===== src/rtl/exa_crosb_output_vc_arbiter.sv =====
// ---------------------------------------------------------------------------
// exa_crosb_output_vc_arbiter
//
// Per-output-port scheduler of the crossbar. While IDLE it picks one input
// whose head packet has credit on its (already rewritten) output VC. Only
// the highest priority class among eligible requesters competes, and ties
// are broken round-robin. The winner then owns the link until its last beat
// transfers. Beats are throttled on the credit count of the packet's output
// VC, and downstream credit returns are tracked per VC.
//
// Ports:
//   clk, resetn    clock, synchronous active-low reset
//   i_req          per input: packet head waiting for this output
//   i_req_vc       per input: output VC of that packet (slice i)
//   i_valid        per input: beat present
//   i_last         per input: beat is the packet's last
//   i_credit_ret   per VC: one credit returned by downstream
//   o_grant        one-hot link owner (registered)
//   o_grant_vc     output VC of the owner's packet (registered)
//   o_ready        beat accept, owner bit only, gated by credit
//   o_xfer         a beat transfers this cycle
//   o_credits      packed per-VC credit counters
//   o_credit_err   sticky: credit returned to a full counter
// ---------------------------------------------------------------------------
module exa_crosb_output_vc_arbiter #(
  parameter int INPUT_NUM    = 4,
  parameter int prio_num     = 2,
  parameter int vc_num       = 2,
  parameter int MAX_CREDITS  = 8,
  parameter int CREDIT_WIDTH = $clog2(MAX_CREDITS + 1),
  parameter int logVcPrio    = $clog2(prio_num * vc_num),
  parameter int logIn        = $clog2(INPUT_NUM)
) (
  input  logic                                     clk,
  input  logic                                     resetn,
  input  logic [INPUT_NUM-1:0]                     i_req,
  input  logic [INPUT_NUM*logVcPrio-1:0]           i_req_vc,
  input  logic [INPUT_NUM-1:0]                     i_valid,
  input  logic [INPUT_NUM-1:0]                     i_last,
  input  logic [prio_num*vc_num-1:0]               i_credit_ret,
  output logic [INPUT_NUM-1:0]                     o_grant,
  output logic [logVcPrio-1:0]                     o_grant_vc,
  output logic [INPUT_NUM-1:0]                     o_ready,
  output logic                                     o_xfer,
  output logic [prio_num*vc_num*CREDIT_WIDTH-1:0]  o_credits,
  output logic                                     o_credit_err
);

  localparam int NUM_VC = prio_num * vc_num;
  localparam logic [CREDIT_WIDTH-1:0] CREDIT_MAX = CREDIT_WIDTH'(MAX_CREDITS);

  typedef enum logic {IDLE, LOCKED} state_e;

  state_e                  state_q, state_d;
  logic [INPUT_NUM-1:0]    grant_q, grant_d;
  logic [logVcPrio-1:0]    grant_vc_q, grant_vc_d;
  logic [logIn-1:0]        rr_ptr_q, rr_ptr_d;
  logic [CREDIT_WIDTH-1:0] credits_q [NUM_VC];
  logic [CREDIT_WIDTH-1:0] credits_d [NUM_VC];
  logic                    credit_err_q, credit_err_d;

  logic [logVcPrio-1:0]    req_vc [INPUT_NUM];
  logic [INPUT_NUM-1:0]    eligible;
  logic [INPUT_NUM-1:0]    compete;
  logic [NUM_VC-1:0]       vc_dec, vc_inc, vc_err_set;
  logic                    owner_has_credit, xfer, last_xfer;
  logic                    win_found;
  logic [logIn-1:0]        win_idx;
  logic [logIn-1:0]        scan_idx;
  int                      top_class;
  int                      scan_pos;

  // Per-input request decode: a head is eligible only if its VC has credit.
  generate
    for (genvar gi = 0; gi < INPUT_NUM; gi++) begin : g_req
      assign req_vc[gi]   = i_req_vc[gi*logVcPrio +: logVcPrio];
      assign eligible[gi] = i_req[gi] && (credits_q[req_vc[gi]] != '0);
    end
  endgenerate

  // grant_q is all-zero while IDLE, so masking it is enough to keep o_ready
  // confined to the owner of a locked link.
  assign owner_has_credit = (credits_q[grant_vc_q] != '0);
  assign o_ready          = owner_has_credit ? grant_q : '0;
  assign xfer             = |(o_ready & i_valid);
  assign last_xfer        = |(o_ready & i_valid & i_last);

  // Class filter followed by a round-robin scan starting at rr_ptr_q.
  always_comb begin
    top_class = -1;
    for (int i = 0; i < INPUT_NUM; i++) begin
      if (eligible[i] && (int'(req_vc[i]) / vc_num > top_class)) begin
        top_class = int'(req_vc[i]) / vc_num;
      end
    end
    for (int i = 0; i < INPUT_NUM; i++) begin
      compete[i] = eligible[i] && (int'(req_vc[i]) / vc_num == top_class);
    end
    win_found = 1'b0;
    win_idx   = '0;
    scan_pos  = 0;
    scan_idx  = '0;
    for (int k = 0; k < INPUT_NUM; k++) begin
      scan_pos = int'(rr_ptr_q) + k;
      if (scan_pos >= INPUT_NUM) begin
        scan_pos = scan_pos - INPUT_NUM;
      end
      scan_idx = logIn'(scan_pos);
      if (!win_found && compete[scan_idx]) begin
        win_found = 1'b1;
        win_idx   = scan_idx;
      end
    end
  end

  // Link ownership: arbitrate only when IDLE, release on the last beat.
  always_comb begin
    state_d    = state_q;
    grant_d    = grant_q;
    grant_vc_d = grant_vc_q;
    rr_ptr_d   = rr_ptr_q;
    case (state_q)
      IDLE: begin
        if (win_found) begin
          state_d          = LOCKED;
          grant_d          = '0;
          grant_d[win_idx] = 1'b1;
          grant_vc_d       = req_vc[win_idx];
          rr_ptr_d         = (int'(win_idx) == INPUT_NUM - 1) ? '0 : win_idx + logIn'(1);
        end
      end
      LOCKED: begin
        if (last_xfer) begin
          state_d    = IDLE;
          grant_d    = '0;
          grant_vc_d = '0;
        end
      end
      default: begin
        state_d    = IDLE;
        grant_d    = '0;
        grant_vc_d = '0;
      end
    endcase
  end

  // Per-VC credit counters. A return and a consume in the same cycle cancel;
  // a return into a full counter is dropped and flagged instead of wrapping.
  generate
    for (genvar gi = 0; gi < NUM_VC; gi++) begin : g_credit
      assign vc_dec[gi]     = xfer && (grant_vc_q == logVcPrio'(gi));
      assign vc_inc[gi]     = i_credit_ret[gi];
      assign vc_err_set[gi] = vc_inc[gi] && !vc_dec[gi] && (credits_q[gi] == CREDIT_MAX);
      assign credits_d[gi]  =
        (vc_inc[gi] && !vc_dec[gi]) ?
          ((credits_q[gi] == CREDIT_MAX) ? credits_q[gi] : credits_q[gi] + CREDIT_WIDTH'(1)) :
        (vc_dec[gi] && !vc_inc[gi]) ? credits_q[gi] - CREDIT_WIDTH'(1) :
        credits_q[gi];
      assign o_credits[gi*CREDIT_WIDTH +: CREDIT_WIDTH] = credits_q[gi];
    end
  endgenerate

  assign credit_err_d = credit_err_q || (|vc_err_set);

  always_ff @(posedge clk) begin
    if (!resetn) begin
      state_q      <= IDLE;
      grant_q      <= '0;
      grant_vc_q   <= '0;
      rr_ptr_q     <= '0;
      credit_err_q <= 1'b0;
      for (int v = 0; v < NUM_VC; v++) begin
        credits_q[v] <= CREDIT_MAX;
      end
    end else begin
      state_q      <= state_d;
      grant_q      <= grant_d;
      grant_vc_q   <= grant_vc_d;
      rr_ptr_q     <= rr_ptr_d;
      credit_err_q <= credit_err_d;
      credits_q    <= credits_d;
    end
  end

  assign o_grant      = grant_q;
  assign o_grant_vc   = grant_vc_q;
  assign o_xfer       = xfer;
  assign o_credit_err = credit_err_q;

endmodule


===== config.mk =====
export PLATFORM = sky130hd
export DESIGN_NAME = exa_crosb_output_vc_arbiter
export DESIGN_NICKNAME = d
export VERILOG_FILES = /design/src/rtl/exa_crosb_output_vc_arbiter.sv
export SDC_FILE = /design/constraint.sdc
export NUM_CORES = 1
export LEC_CHECK = 0
export ABC_AREA = 1
export BUFFER_PORTS_ARGS = -buffer_cell sky130_fd_sc_hd__buf_2
export CORE_MARGIN = 4
export CORE_UTILIZATION = 35
export DETAILED_ROUTE_END_ITERATION = 10
export RECOVER_POWER = 25
export SYNTH_ARGS = -nofsm -noshare
export SYNTH_HDL_FRONTEND = slang
export SYNTH_SLANG_ARGS = --single-unit

===== constraint.sdc =====
create_clock -name clk -period 5.95 [get_ports clk]
set_input_delay 0.8925 -clock clk [delete_from_list [all_inputs] [get_ports clk]]
set_output_delay 0.8925 -clock clk [all_outputs]
set_load 0.005 [all_outputs]

# Word-level counts from Yosys, hierarchy flattened
# Cells that the tools add are included.
# W data, S select, Z words.
[totals]
register_bits = 26
wordCells = 202
inputBits = 26
out_inout_bits = 28
[op_classes]
order_cmp = 20
n_reduce_logical = 63
add_sub_neg = 16
n_eq_ne = 18
bitwise = 9
n_mux = 67
[op_table]
columns = ["operator", "count"]
rows = [
  ["$eq A2 B32 Y1", 4],
  ["$mux W32", 4],
  ["$mux W4", 25],
  ["$gt A2 B32 Y1", 3],
  ["$bmux W4 S2", 5],
  ["$logic_and A1 B1 Y1", 32],
  ["$ge A3 B3 Y1 const B", 9],
  ["$mux W2", 13],
  ["$reduce_bool A4 Y1", 5],
  ["$not A2 Y3", 6],
  ["$add A4 B1 Y4 const B", 4],
  ["$eq A4 B4 Y1 const B", 4],
  ["$sub A4 B1 Y4 const B", 4],
  ["$lt A2 B3 Y1 const B", 5],
  ["$reduce_and A2 Y1", 6],
  ["$reduce_or A4 Y1", 3],
  ["$logic_not A1 Y1", 11],
  ["$mux W1", 11],
  ["$ne A2 B2 Y1 const B", 5],
  ["$and A4 B4 Y4", 2],
  ["$bmux W1 S2", 4],
  ["$pmux W4 S2", 1],
  ["$reduce_bool A2 Y1", 4],
  ["$sub A2 B1 Y2 const B", 4],
  ["16 further kinds", 19],
]

# Depth between registers and ports, before layout
# Gate-level depths: netlist of run 1.
[logic_depth]
ltp_word = 37
mapped_depth = 37
depth_no_buf = 37

# Worst setup path before layout of run 1
# Ideal clock, no wire load.
[synth_path]
kind = "input -> register"
startpoint = "input port i_req_vc[0]"
endpoint = "register rr_ptr_q[1]"
cell_stages = 31
arrival_ps = 4957
required_time_ps = 5827
path_slack_ps = 870
n_path_buf = 0
setup_time_ps = 123
cell_sequence = "inv_1 nand2_1 nand2_1 nand3_1 ha_1 or2_2 nand4_1 nand2_2 nand2_2 nand2_2 ha_1 or2_2 nand2_2 nand2_2 nand2_2 nand2_1 ha_1 or2_2 nand2_2 nand3_1 nand3_1 nand2_1 nand3_1 nand3_1 nand2_4 nand3_4 nand3_4 inv_1 ha_1 o21ai_0 a21oi_1"
[synth_between]
elab_chain_len = 33
elab_cells_between_ends = 51
classes_between = "add/sub: 1; order compare: 3; eq/ne: 5; mux: 24; bitwise: 1; reduce/logical: 17"
[synth_lines]
columns = ["element", "line", "rtl"]
rows = [
  ["start, declared", "37", "input logic [INPUT_NUM*logVcPrio-1:0] i_req_vc,"],
  ["$not A2 Y3 (not written as such) *", "77", "assign eligible[gi] = i_req[gi] && (credits_q[req_vc[gi]] != '0);"],
  ["$bmux W4 S2 *", "77", ""],
  ["$mux W4 (not written as such) * (2 in a row)", "77", ""],
  ["$reduce_bool A4 Y1 *", "77", ""],
  ["$logic_and A1 B1 Y1 *", "77", ""],
  ["$logic_and A1 B1 Y1", "92", "if (eligible[i] && (int'(req_vc[i]) / vc_num > top_class)) begin"],
  ["$mux W32", "92", ""],
  ["$gt A2 B32 Y1", "92", ""],
  ["(+16 left out)", "n/a", ""],
  ["$logic_not A1 Y1", "109", "if (!win_found && compete[scan_idx]) begin"],
  ["$logic_and A1 B1 Y1", "109", ""],
  ["$mux W1", "109", ""],
  ["$logic_not A1 Y1", "109", ""],
  ["$logic_and A1 B1 Y1", "109", ""],
  ["$mux W2", "109", ""],
  ["$add A2 B1 Y2 / $eq A2 B1 Y1 (equally long branches)", "129", "rr_ptr_d = (int'(win_idx) == INPUT_NUM - 1) ? '0 : win_idx + logIn'(1);"],
  ["$mux W2", "129", ""],
  ["end signal, assigned", "179", "rr_ptr_q <= rr_ptr_d;"],
  ["end, declared", "57", "logic [logIn-1:0] rr_ptr_q, rr_ptr_d;"],
]
# Every way passes the cells marked *; elsewhere a longest branch is shown, timed or not. The select of a mux whose other input is x is not followed.
# A chain may end at the register's enable or synchronous reset.

# Final worst setup path of run 1
# Ends and elaborated chain as after synthesis.

==> flow_summary.json, run 1 <==
{
  "status": "finished, final reports clean",
  "drt_pass1_iterations": 5,
  "antenna_found_initial": 0,
  "nNetsFinal": 465,
  "drc": 0,
  "vdd_drop_max_mv": 0.170,
  "fillers": 758,
  "cp_top_family": "simple AND/OR/NAND/NOR gates",
  "cp.required_ns": 6.12,
  "tns_ns": 0,
  "numCtsBuffers": 3,
  "relSlewSlack_pct": 55.4,
  "maxSlewViolCount": 0,
  "hold_slack_ns": 0.493,
  "setup_viol": 0,
  "cp_common_cell": "nand2_2",
  "finalCritPeriodShare_pct": 88.9,
  "worst-path-buf-inv": 3,
  "final_common_cell": "nand2_1",
  "arrival_ns": 5.46,
  "ios": 54,
  "cp-end-kind": "flop",
  "post_drt_wl_per_cell_um": 12.1,
  "grt_usage_pct": 15.3,
  "path_class": "input pin to flop",
  "grt_max_degree": 16,
  "grt_pass1_vias": 2446,
  "portBuffers": 53,
  "grt_pass1_wl_um": 11100,
  "switchingPower_mw": 0.721,
  "power_frac_comb_pct": 64.9,
  "synth_seq_area_share_pct": 20.6,
  "cpMaxStageDelayCell": "ha_1",
  "multi_input_area_um2": 1830,
  "syn_inst": 365,
  "p_total_mw": 1.42,
  "insertion_delay_ns": 0.28,
  "regArea_um2": 520,
  "ys_ff_latch": 26,
  "path_clk_slew_ns": 0.10,
  "fmaxAchievable_mhz": 189,
  "fin_cells": 515,
  "max_stage_delay_ns": 0.29,
  "synth_area_per_cell_um2": 6.92,
  "gp_congestion": 0.922,
  "yosys_warnings": 0,
  "syn_nets": 410,
  "cts_hold_buf": 0,
  "hp-class": "flop to flop",
  "yosys.cell_types.count": 34,
  "p_per_area_nw_per_um2": 481,
  "htree_levels": 1,
  "viasPerCell": 4.97,
  "cts.path.max_buffers": 2,
  "layout_common_cells": "73 x nand2_1, 44 x nand3_1, 42 x buf_2, 41 x inv_1, 27 x a21oi_1",
  "swShare_pct": 50.8,
  "grt_overflow": 0,
  "rows": 30,
  "wirelength_um": 6250,
  "p_seq_share_pct": 24.7,
  "clkPwrFrac_pct": 10.4,
  "fin_ws_ns": 0.659,
  "post_cts_buffers": 0,
  "cts_resized": 0,
  "intPower_mw": 0.699,
  "min_period_ns": 5.29,
  "cp-start-kind": "input pin",
  "worst_pin_slew_ns": 0.662,
  "syn2layout_area_growth_pct": 16.9,
  "drtIter0Drc": 141,
  "rsz0062_at_grt": "no",
  "diodes": 0,
  "initial_utilization_pct": 36.6,
  "vias": 2558,
  "ant_nets": 0,
  "p_leak_nw": 1.47,
  "finalInstanceArea_um2": 2950,
  "synthesis.area_um2": 2530,
  "drv_cap": 0,
  "pre_cts_slack_ns": 0.331,
  "fin_skew_ns": 0.0106,
  "dp.cells": 511,
  "die_h_um": 93.0,
  "post-route-util_pct": 42.8,
  "finalHoldViolCount": 0,
  "hpwlAfterDp_um": 5170,
  "drive_gt1_share_pct": 25.8,
  "cts_tree": "done",
  "cp_max_fo": 8,
  "placed_area_um2": 2900,
  "cts.sinks": 26,
  "clock-root-buffer": "clkbuf_8",
  "die-area_um2": 8640,
  "die_w_um": 93.0,
  "core_area_um2": 6910
}
-- worst paths after layout --
check	from	cells after the start	slack, ns	end
hold / removal	o_grant[1]	2	0.49	o_grant[1]
hold reg to reg	o_grant[1]	2	0.49	o_grant[1]
setup reg to reg	o_credits[4]	32	0.75	rr_ptr_q[1]
setup / recovery	i_req_vc[0]	32	0.66	rr_ptr_q[1]
-- metal layers --
layer / global-route usage [%] / up-vias / share of wire, % / wire (um)
met1: 19.9 / 1140 / 46 / 2910
met4: 3.05 / 0 / 1.0 / 64
li1: - / 1354 / - / -
met2: 25.9 / 56 / 46 / 2880
met3: 3.74 / 8 / 6.4 / 399
met5: 0 / - / 0 / 0
-- logic make-up after synthesis --
group	after synthesis	synth area share [%]
buffers and inverters	47	7.13
flip-flops	26	20.6
adder cells (fa/ha/maj)	19	10.6
XOR/XNOR	7	2.43
AO/OA/AOI/OAI	56	12.3
AND/OR/NAND/NOR	210	47.0
-- registers in the layout (all words and copies together) (netlist names) --
register      flops
o_credit_err      1
o_credits        16
o_grant           4
o_grant_vc        2
rr_ptr_q          2
state_q           1
-- cell type report --
class	instances	area share, %
inverters	44	5.59
well taps	96	4.07
multi-input cells	292	61.8
clock inverters	1	1.02
clock buffers	3	1.40
repair buffers	53	8.51
flip-flops and latches	26	17.6
-- synth_stat cells, drive strengths merged --
master	count	share of area (%)
a211oi	2	0.59
a21o	2	0.59
a21oi	29	6.0
a311o	1	0.40
a311oi	1	0.35
and3	2	0.50
buf	2	0.45
clkbuf	1	0.15
clkinv	1	0.15
dfxtp	26	21
fa	4	3.2
ha	15	7.4
inv	43	6.4
nand2	95	17
nand3	66	19
nand3b	2	0.59
nand4	16	4.0
nor2	13	2.2
nor3	4	0.79
nor4	1	0.25
o211ai	1	0.30
o21ai	19	3.8
o22ai	1	0.25
or2	11	2.7
xnor2	5	1.7
xor2	2	0.69
-- power by group through the flow --
stage	Clock (mW)	Sequential [mW]	Combinational, mW
after global routing	0.158	0.369	1.06
after floorplan	0	0.333	0.716
after CTS	0.152	0.351	0.941
final	0.148	0.350	0.922
after detailed placement	0	0.354	0.933
after global placement	0	0.355	0.922
-- tightest hold or removal path, stage by stage, from the launching register on --
cell and delay, ns:
dfxtp_1 0.34, nand2_1 0.06, a21oi_1 0.05
Note: power is estimated with default switching activity, not from simulation.
==> inputs of run 2 (changes only) <==
PLACE_DENSITY = 0.59   (was default)
==> run 2 against run 1 <==
Against the previous run: global-route usage is 0.27 points higher; final area is 0.34% lower; sequential share of layout area is 0.060 points higher; maximum frequency is 0.22% lower; clock skew is 0.0086 ns lower; wire length is 4.0% higher; via count is 2.2% higher; flip-flop and latch count stayed put; first-iteration DRC count is 7.1% lower; utilization is 0.14 points lower; critical path type unchanged; critical endpoint unchanged.
==> flow_summary.json, run 2 (synthesis gave the netlist of run 1 again) <==
{
  "insertion_delay_ns": 0.27,
  "switchingPower_mw": 0.728,
  "drv_cap": 0,
  "cp_max_fo": 8,
  "finalCritPeriodShare_pct": 89.1,
  "reg2reg_to": "rr_ptr_q[1]",
  "p_seq_share_pct": 25.0,
  "r2r_start": "o_credits[4]",
  "vdd_drop_max_mv": 0.189,
  "syn2layout_area_growth_pct": 16.5,
  "post_cts_buffers": 0,
  "path_clk_slew_ns": 0.09,
  "min_path_cells": 2,
  "nNetsFinal": 465,
  "gp_congestion": 0.938,
  "rsz0062_at_grt": "no",
  "maxSlewViolCount": 0,
  "ant_nets": 0,
  "cp_common_cell": "nand2_2",
  "initial_utilization_pct": 36.6,
  "numCtsBuffers": 3,
  "die-area_um2": 8640,
  "cts_hold_buf": 0,
  "die_h_um": 93.0,
  "fillers": 765,
  "drtIter0Drc": 131,
  "diodes": 0,
  "cts.sinks": 26,
  "status": "finished, final reports clean",
  "reg2regPathDepth": 32,
  "grt_pass1_wl_um": 11200,
  "worst_pin_slew_ns": 0.635,
  "hp-class": "flop to flop",
  "min_period_ns": 5.30,
  "intPower_mw": 0.671,
  "setup_viol": 0,
  "clkPwrFrac_pct": 8.3,
  "grt_max_degree": 15,
  "htree_levels": 1,
  "grt_overflow": 0,
  "power_frac_comb_pct": 66.7,
  "p_leak_nw": 1.48,
  "fin_cells": 515,
  "clock-root-buffer": "clkbuf_8",
  "cp-start-kind": "input pin",
  "cts_resized": 0,
  "crit_start": "i_req_vc[0]",
  "cp.required_ns": 6.11,
  "fin_skew_ns": 0.00204,
  "finalInstanceArea_um2": 2940,
  "ios": 54,
  "final_common_cell": "nand2_1",
  "p_total_mw": 1.40,
  "multi_input_area_um2": 1830,
  "finalHoldViolCount": 0,
  "regArea_um2": 520,
  "max_stage_delay_ns": 0.29,
  "portBuffers": 53,
  "fmaxAchievable_mhz": 189,
  "swShare_pct": 52.0,
  "antenna_found_initial": 0,
  "grt_usage_pct": 15.6,
  "hold_path_end": "o_grant[3]",
  "die_w_um": 93.0,
  "p_per_area_nw_per_um2": 475,
  "core_area_um2": 6910,
  "grt_pass1_vias": 2404,
  "cts.path.max_buffers": 2,
  "vias": 2613,
  "cts_tree": "done",
  "r2r_slack_ns": 0.77,
  "dp.cells": 511,
  "drive_gt1_share_pct": 27.0,
  "wirelength_um": 6500,
  "arrival_ns": 5.46,
  "largest_register_ffs": 16,
  "placed_area_um2": 2900,
  "cpMaxStageDelayCell": "ha_1",
  "post_drt_wl_per_cell_um": 12.6,
  "viasPerCell": 5.07,
  "hpwlAfterDp_um": 5270,
  "path_class": "input pin to flop",
  "relSlewSlack_pct": 57.3,
  "cp-end-kind": "flop",
  "layout_common_cells": "73 x nand2_1, 47 x buf_2, 44 x nand3_1, 41 x inv_1, 27 x a21oi_1",
  "tns_ns": 0,
  "hold_slack_ns": 0.486,
  "hold_start": "o_grant[3]",
  "drt_pass1_iterations": 4,
  "drc": 0,
  "rows": 30
}
run 2: cell types whose count changed in the layout (fill, tap and decap cells not counted), sizes merged:
cell and change:
buf +4, bufinv -1, clkbuf -3
run 2: how the worst max path moves through the flow:
stage / slack [ns] / end
final: 0.65 / rr_ptr_q[1]
after CTS: 0.65 / rr_ptr_q[1]
after global routing: 0.16 / rr_ptr_q[1]
after global placement: 0.47 / rr_ptr_q[1]
after floorplan: 0.87 / rr_ptr_q[1]
after detailed placement: 0.35 / rr_ptr_q[1]
run 2: routing by layer:
metal	vias up	wire length [um]	global-route usage (%)
met5	-	0	0
met4	0	34	3.17
met3	4	400	2.92
met2	63	2990	25.9
met1	1190	3080	21.1
li1	1356	-	-
run 2: final cells by class:
cell class | count | share of cell area [%]
Clock buffer | 4 | 1.87
Multi-Input combinational cell | 292 | 62.0
Tap cell | 96 | 4.08
Sequential cell | 26 | 17.7
Timing Repair Buffer | 53 | 8.75
Inverter | 44 | 5.61
run 2: power groups by stage:
| stage | Clock, mW | Sequential [mW] | Combinational (mW) |
|---|---|---|---|
| after CTS | 0.120 | 0.351 | 0.945 |
| after detailed placement | 0 | 0.355 | 0.939 |
| after global routing | 0.128 | 0.369 | 1.08 |
| final | 0.116 | 0.349 | 0.933 |
| after floorplan | 0 | 0.333 | 0.716 |
| after global placement | 0 | 0.353 | 0.926 |
run 2: worst max-delay path, delay by kind of cell:
kind | cells | cell delay, ns
AND/OR/NAND/NOR | 23 | 2.97
buffers and inverters | 3 | 0.29
adder cells (fa/ha/maj) | 4 | 1.09
AO/OA/AOI/OAI | 2 | 0.20
run 2: metrics by stage:
step / util (%) / setup WS (ns)
after detailed placement: 41.9 / 0.354
after CTS: 42.7 / 0.651
final: 42.6 / 0.648
after global placement: 41.9 / 0.466
after floorplan: - / 0.870
after global routing: 42.6 / 0.164
==> inputs of run 3 (changes only) <==
clock period = 5.9 ns   (was 5.95 ns; I/O delays follow)
==> run 3 against run 2 <==
Against the previous run: final cell count unchanged; clock-buffer cell count unchanged; flip-flop and latch count unchanged; clock skew up 0.0022 ns; via count down 1.3%; register-to-register slack worse by 0.07 ns; critical endpoint unchanged.
==> flow_summary.json, run 3 (synthesis gave the netlist of run 1 again) <==
{
  "cts.path.max_buffers": 2,
  "path_clk_slew_ns": 0.09,
  "antenna_found_initial": 0,
  "portBuffers": 53,
  "busiest_layer": "met2",
  "post_cts_buffers": 0,
  "largest_register_ffs": 16,
  "grt_max_degree": 15,
  "tns_ns": 0,
  "die_h_um": 93.0,
  "hold_start": "o_grant[3]",
  "cts_resized": 0,
  "path_class": "input pin to flop",
  "fin_ws_ns": 0.585,
  "fmaxAchievable_mhz": 188,
  "drc": 0,
  "nNetsFinal": 465,
  "p_per_area_nw_per_um2": 479,
  "htree_levels": 1,
  "core_area_um2": 6910,
  "final_common_cell": "nand2_1",
  "clock-root-buffer": "clkbuf_8",
  "diodes": 0,
  "die_w_um": 93.0,
  "grt_pass1_vias": 2401,
  "pre_cts_slack_ns": 0.280,
  "insertion_delay_ns": 0.27,
  "intPower_mw": 0.678,
  "finalCritPeriodShare_pct": 90.1,
  "p_seq_share_pct": 25.0,
  "setup_viol": 0,
  "cts_tree": "done",
  "power_frac_comb_pct": 66.6,
  "cp-start-kind": "input pin",
  "initial_utilization_pct": 36.6,
  "rsz0062_at_grt": "no",
  "relSlewSlack_pct": 55.9,
  "cp.required_ns": 6.07,
  "wirelength_um": 6480,
  "grt_pass1_wl_um": 11000,
  "ios": 54,
  "min_period_ns": 5.32,
  "p_leak_nw": 1.48,
  "hp-class": "flop to flop",
  "switchingPower_mw": 0.732,
  "grt.met3_usage_pct": 3.01,
  "post_drt_wl_per_cell_um": 12.6,
  "drive_gt1_share_pct": 27.0,
  "grtUsageMet1_pct": 20.5,
  "cts.sinks": 26,
  "layout_common_cells": "73 x nand2_1, 47 x buf_2, 44 x nand3_1, 41 x inv_1, 27 x a21oi_1",
  "post-route-util_pct": 42.6,
  "die-area_um2": 8640,
  "gp_congestion": 0.938,
  "cp_max_fo": 8,
  "swShare_pct": 51.9,
  "crit_start": "i_req_vc[0]",
  "fin_skew_ns": 0.00429,
  "vdd_drop_max_mv": 0.188,
  "grt_overflow": 0,
  "viasPerCell": 5.01,
  "max_stage_delay_ns": 0.29,
  "cp_common_cell": "nand2_2",
  "cpMaxStageDelayCell": "ha_1",
  "grt.met2_usage_pct": 25.1,
  "status": "finished, final reports clean",
  "r2r_start": "o_credits[4]",
  "hpwlAfterDp_um": 5280,
  "cts_hold_buf": 0,
  "drv_cap": 0,
  "grt_usage_pct": 15.4,
  "cp-end-kind": "flop",
  "syn2layout_area_growth_pct": 16.5,
  "arrival_ns": 5.48,
  "worst_pin_slew_ns": 0.654,
  "numCtsBuffers": 3,
  "drt_pass1_iterations": 4,
  "drtIter0Drc": 96,
  "rows": 30,
  "vias": 2579,
  "finalHoldViolCount": 0,
  "clkPwrFrac_pct": 8.4,
  "maxSlewViolCount": 0,
  "ant_nets": 0
}
-- run 3: cell count changes in the layout (fill, tap and decap cells not counted) --
cell and change:
buf_1 +1, clkbuf_1 -1
-- run 3: routing by layer --
metal,routed length [um],up-vias,share of wire [%]
li1,-,1348,-
met2,2920,59,45
met1,3020,1162,47
met5,0,-,0
met4,112,0,1.7
met3,427,10,6.6
-- run 3: path summary, 6_finish.rpt --
path                      end  slack [ns]  cells past startpoint
setup reg to reg  rr_ptr_q[1]        0.70                     32
setup / recovery  rr_ptr_q[1]        0.58                     32
hold reg to reg    o_grant[3]        0.49                      2
hold / removal     o_grant[3]        0.49                      2
-- run 3: per-stage QoR --
| stage | hold slack (ns) | area (um2) | cells | total power, mW |
|---|---|---|---|---|
| after global routing | 0.519 | 2940 | 515 | 1.59 |
| final | 0.489 | 2940 | 515 | 1.41 |
| after CTS | 0.493 | 2950 | 515 | 1.43 |
| after detailed placement | 0.471 | 2900 | 511 | 1.30 |
| after global placement | 0.471 | 2900 | 511 | 1.29 |
| after floorplan | 0.470 | 2530 | 365 | 1.06 |
-- run 3: power by group through the flow --
stage          clock (mW)  combinational (mW)  sequential [mW]
5_1_grt             0.128                1.09            0.371
3_3_place_gp            0               0.934            0.356
4_1_cts             0.122               0.954            0.354
6_report            0.118               0.939            0.353
3_5_place_dp            0               0.947            0.357
2_1_floorplan           0               0.722            0.336
-- run 3: final cells by class --
type | count | area (um2)
timing repair buffer | 53 | 258
fill | 765 | 3960
multi-input combinational | 292 | 1830
clock buffer | 4 | 55.1
tap | 96 | 120
inverter | 44 | 165
sequential | 26 | 520
-- run 3: critical path, delay by kind of cell --
family,cells,cell delay (ns)
simple gates,23,2.99
compound gates,2,0.20
fa+ha+maj,4,1.10
buf+inv,3,0.29
